===== config.mk =====
export PLATFORM = sky130hd
export DESIGN_NAME = riscv_core_pipe_muxnx1
export DESIGN_NICKNAME = d
export VERILOG_FILES = /design/src/rtl/riscv_core_pipe_muxnx1.sv
export SDC_FILE = /design/constraint.sdc
export NUM_CORES = 1
export LEC_CHECK = 0
export ABC_AREA = 1
export BUFFER_PORTS_ARGS = -buffer_cell sky130_fd_sc_hd__buf_2
export CELL_PAD_IN_SITES_DETAIL_PLACEMENT = 0
export CELL_PAD_IN_SITES_GLOBAL_PLACEMENT = 1
export CORE_MARGIN = 2
export CORE_UTILIZATION = 33
export DETAILED_ROUTE_END_ITERATION = 8
export MAX_ROUTING_LAYER = met4
export PLACE_DENSITY = 0.83
export RECOVER_POWER = 100
export SYNTH_ARGS = -nofsm -noshare
export SYNTH_HDL_FRONTEND = slang
export SYNTH_SLANG_ARGS = --single-unit

===== constraint.sdc =====
create_clock -name i_clk -period 1.95 [get_ports i_clk]
set_clock_uncertainty 0.05 [all_clocks]
set_input_delay 0.39 -clock i_clk [delete_from_list [all_inputs] [get_ports i_clk]]
set_output_delay 0.39 -clock i_clk [all_outputs]
set_load 0.05 [all_outputs]

===== src/rtl/riscv_core_pipe_muxnx1.sv =====
// N:1 operand-select pipeline stage: picks one of NUM_IN sources and registers it
// behind a valid/ready handshake with a 2-entry skid buffer and synchronous flush.
module riscv_core_pipe_muxnx1 #(
   parameter  int XLEN   = 32,
   parameter  int NUM_IN = 4,
   localparam int SEL_W  = $clog2(NUM_IN)
) (
   input  logic                   i_clk,
   input  logic                   i_rst_n,
   input  logic [NUM_IN*XLEN-1:0] i_muxnx1_in,
   input  logic [SEL_W-1:0]       i_muxnx1_sel,
   input  logic                   i_muxnx1_valid,
   output logic                   o_muxnx1_ready,
   input  logic                   i_muxnx1_flush,
   output logic [XLEN-1:0]        o_muxnx1_out,
   output logic [SEL_W-1:0]       o_muxnx1_sel,
   output logic                   o_muxnx1_err,
   output logic                   o_muxnx1_valid,
   input  logic                   i_muxnx1_ready
);

   typedef struct packed {
      logic [XLEN-1:0]  word;
      logic [SEL_W-1:0] sel;
      logic             err;
   } beat_t;

   typedef enum logic [1:0] {
      ST_EMPTY,
      ST_ONE,
      ST_TWO
   } state_e;

   state_e state_q;
   beat_t  head_q;
   beat_t  skid_q;
   logic   valid_q;
   logic   ready_q;
   beat_t  beat_in;
   logic   acc;
   logic   dlv;

   assign acc = i_muxnx1_valid & ready_q;
   assign dlv = valid_q & i_muxnx1_ready;

   // Out-of-range selects (non-power-of-2 NUM_IN) yield a zero word flagged as error.
   always_comb begin
      // NOTE: every field gets a default before the loop so no latch is inferred.
      beat_in.word = '0;
      beat_in.sel  = i_muxnx1_sel;
      beat_in.err  = 1'b1;
      for (int k = 0; k < NUM_IN; k++) begin
         if (int'(i_muxnx1_sel) == k) begin
            beat_in.word = i_muxnx1_in[k*XLEN +: XLEN];
            beat_in.err  = 1'b0;
         end
      end
   end

   // valid/ready are kept as their own flops so the outputs never decode state.
   always_ff @(posedge i_clk or negedge i_rst_n) begin
      if (!i_rst_n) begin
         // NOTE: head and skid are two plain registers, so clearing them on reset is
         // cheap and keeps the outputs at a known zero after reset.
         state_q <= ST_EMPTY;
         head_q  <= '0;
         skid_q  <= '0;
         valid_q <= 1'b0;
         ready_q <= 1'b1;
      end else if (i_muxnx1_flush) begin
         state_q <= ST_EMPTY;
         valid_q <= 1'b0;
         ready_q <= 1'b1;
      end else begin
         // NOTE: non-blocking assignments so every register samples pre-edge values.
         case (state_q)
            ST_EMPTY: begin
               if (acc) begin
                  head_q  <= beat_in;
                  state_q <= ST_ONE;
                  valid_q <= 1'b1;
                  ready_q <= 1'b1;
               end
            end
            ST_ONE: begin
               if (acc && dlv) begin
                  head_q <= beat_in;
               end else if (acc) begin
                  skid_q  <= beat_in;
                  state_q <= ST_TWO;
                  ready_q <= 1'b0;
               end else if (dlv) begin
                  state_q <= ST_EMPTY;
                  valid_q <= 1'b0;
               end
            end
            ST_TWO: begin
               if (dlv) begin
                  head_q  <= skid_q;
                  state_q <= ST_ONE;
                  ready_q <= 1'b1;
               end
            end
            default: begin
               state_q <= ST_EMPTY;
               valid_q <= 1'b0;
               ready_q <= 1'b1;
            end
         endcase
      end
   end

   assign o_muxnx1_ready = ready_q;
   assign o_muxnx1_valid = valid_q;
   assign o_muxnx1_out   = head_q.word;
   assign o_muxnx1_sel   = head_q.sel;
   assign o_muxnx1_err   = head_q.err;

endmodule


==> results.yml <==
status:
  status: "finished clean"
hold_path:
  holdCritPathClass: "input pin to register"
timing:
  fmax_mhz: 567.1
  slew_viol_final: 0
  slew_headroom: 0.5197
  finalSetupTns_ns: 0
  rsz0062_at_grt: "no"
  finalCritPeriodShare: 0.9043
  period_needed_ns: 1.763
  setup_viol: 0
  finalHoldViolCount: 0
  worst_pin_slew_ns: 0.7205
setup_path:
  required_ns: 1.51
  crit_chain: "clkbuf_1"
  path_buf_inv: 1
  critical-path-slowest-cell: "dfstp_2"
  cpPeakStageDelay_ns: 0.54
  cp_max_fo: 3
  worstPathArrival_ns: 1.32
  path_delay_family: "flip-flops"
  critPathKind: "register to output pin"
  startpoint_type: "register"
  endpoint_kind: "output pin"
route:
  wl_per_cell_um: 13.22
  drtIter0Drc: 263
  wl_um: 12640
  vias: 4508
  drt_pass1_iterations: 5
  ant_nets: 0
  via_per_inst: 4.715
  drc: 0
synthesis:
  yosysUniqueCellTypes: 20
  synth_edf_count: 0
  synthFlopType: "dfrtp_1"
  syn_nets: 760
  yosys_warnings: 0
  synth.top_cells.by_count: "250 x nand2_1, 73 x dfrtp_1, 68 x nand3_1, 68 x nor2_1, 38 x o21ai_1"
  synth-seq-cells: 74
  netlist_area_um2: 4232
  yosysTopAreaCellShare: 0.4317
  yosysSeqAreaShare: 0.4379
  yosysMostFrequentCell: "nand2_1"
  syn_area_per_cell_um2: 6.770
  synth_area_leaders: "dfrtp_1 43%, nand2_1 22%, nand3_1 8.0%, nor2_1 6.0%, or2_0 4.7%"
  async_flop_share: 1.000
  netlist_instances: 625
  yosysTopAreaCell: "dfrtp_1"
finish:
  area_delta_synth_final_pct: 30.96
  layout-drive-gt1-share: 0.2168
  postLayoutCellArea_um2: 5542
  antenna_cells: 0
  num-fill-cells: 1360
  finalNetCount: 914
grt:
  grt_first_pass_wirelength_um: 20240
  grt.total_usage: 0.1936
  grt_pass1_vias: 4268
  antenna_found_initial: 0
  grt_max_degree: 72
  grt_overflow: 0
clock_network:
  clk_pin_slew_ns: 0.06
  htree_num_levels: 3
  cts_tree: "built"
  cts_buffers: 9
  cts_buffer_depth: 2
  cts_sinks: 74
  cts-root-buf: "clkbuf_16"
  clock_latency_ns: 0.33
floorplanning:
  die_h_um: 117.2
  num_rows: 41
  core_um2: 12570
  ios: 172
  die_w_um: 117.2
  die_area_um2: 13750
  start_util: 0.3367
power_and_ir_drop:
  p_leak_nw: 3.036
  ir_drop_uv: 495.1
  p_per_area_nw_per_um2: 1378
placement:
  dpl.hpwl_um: 8858
  numPortBuffers: 171
  finalWeightedCongestion: 0.8184
  placed_area_um2: 5274
job:
  cap_violations: 0
-- cell usage in the layout, fill, tap and decap left out --
| cell type | count |
|---|---|
| nand2_1 | 248 |
| buf_2 | 133 |
| dfrtp_1 | 73 |
| nand3_1 | 68 |
| nor2_1 | 68 |
| o21ai_0 | 65 |
| clkbuf_1 | 38 |
| or2_0 | 32 |
| inv_1 | 9 |
| clkbuf_16 | 9 |
| buf_4 | 6 |
| inv_2 | 4 |
| o21ai_1 | 4 |
| buf_12 | 4 |
| nand2_2 | 3 |
| a21oi_1 | 3 |
| nand4_1 | 2 |
| clkinv_2 | 2 |
| bufinv_16 | 2 |
| clkbuf_2 | 2 |
| nor2_2 | 1 |
| a21boi_1 | 1 |
| clkinv_1 | 1 |
| o21bai_1 | 1 |
| clkinvlp_4 | 1 |
| clkbuf_8 | 1 |
| dlygate4sd3_1 | 1 |
| dfstp_2 | 1 |
| buf_6 | 1 |
-- final timing paths --
path	end	cells after the start	from	slack [ns]
setup / recovery	o_muxnx1_ready	1	o_muxnx1_ready	0.19
hold / removal	state_q[0]	4	i_muxnx1_flush	0.30
setup reg to reg	skid_q[25]	7	state_q[1]	0.29
hold reg to reg	skid_q[0]	2	skid_q[0]	0.41
max in group asynchronous	skid_q[7]	3	i_rst_n	0.47
min in group asynchronous	o_muxnx1_out[17]	2	i_rst_n	0.60
-- flip-flops by register name, indices dropped and copies added, names as in the netlist --
name	count
skid_q	35
o_muxnx1_err	1
o_muxnx1_valid	1
o_muxnx1_ready	1
state_q	2
o_muxnx1_out	32
o_muxnx1_sel	2
-- metal layers --
| layer | vias to the layer above | track usage | share of wire |
|---|---|---|---|
| met2 | 131 | 0.3031 | 0.47 |
| met4 | 0 | 0.06275 | 0.013 |
| met5 | - | - | 0 |
| met1 | 2079 | 0.2519 | 0.46 |
| met3 | 11 | 0.03965 | 0.061 |
| li1 | 2287 | - | - |
-- stage by stage --
stage	power (mW)	std cells	hold slack, ns	setup WS (ns)	utilization
after global placement	5.968	939	0.2877	0.1314	0.4196
after floorplan	5.094	625	0.04441	0.2419	-
after global routing	8.174	956	0.3111	0.1404	0.4409
after detailed placement	6.042	939	0.2855	0.1266	0.4196
after CTS	7.868	956	0.2978	0.3838	0.4459
final	7.636	956	0.3036	0.1865	0.4409
-- final cells by class --
type | instances | area [um^2] | share of cell area
multi-input combinational | 496 | 2140 | 0.3861
sequential | 74 | 1853 | 0.3344
timing repair buffer | 184 | 960.9 | 0.1734
clock buffer | 11 | 242.7 | 0.04380
tap | 172 | 215.2 | 0.03883
clock inverter | 5 | 77.57 | 0.01400
inverter | 14 | 52.55 | 0.009483
-- cell families (layout without fill, tap and decap cells) --
kind of cell / count (synthesis) / in the layout / synth area share
simple gates: 422 / 422 / 0.4157
compound gates: 74 / 74 / 0.08870
flops: 74 / 74 / 0.4379
buf+inv: 55 / 214 / 0.05766
-- repair_timing --
item | 4_1_cts | 5_1_grt
hold buffers | 1 | 0
gates resized for setup | 0 | 0
endpoints found under the setup margin | 0 | 0
hold endpoints to repair | 25 | 0
setup buffers | 0 | 0
-- power breakdown --
part / switching [mW] / internal, mW
combinational: 2.40 / 0.764
sequential: 0.410 / 2.27
clock: 0.634 / 1.15
total: 3.45 / 4.19
No activity file was read; power rests on OpenSTA's default activity.
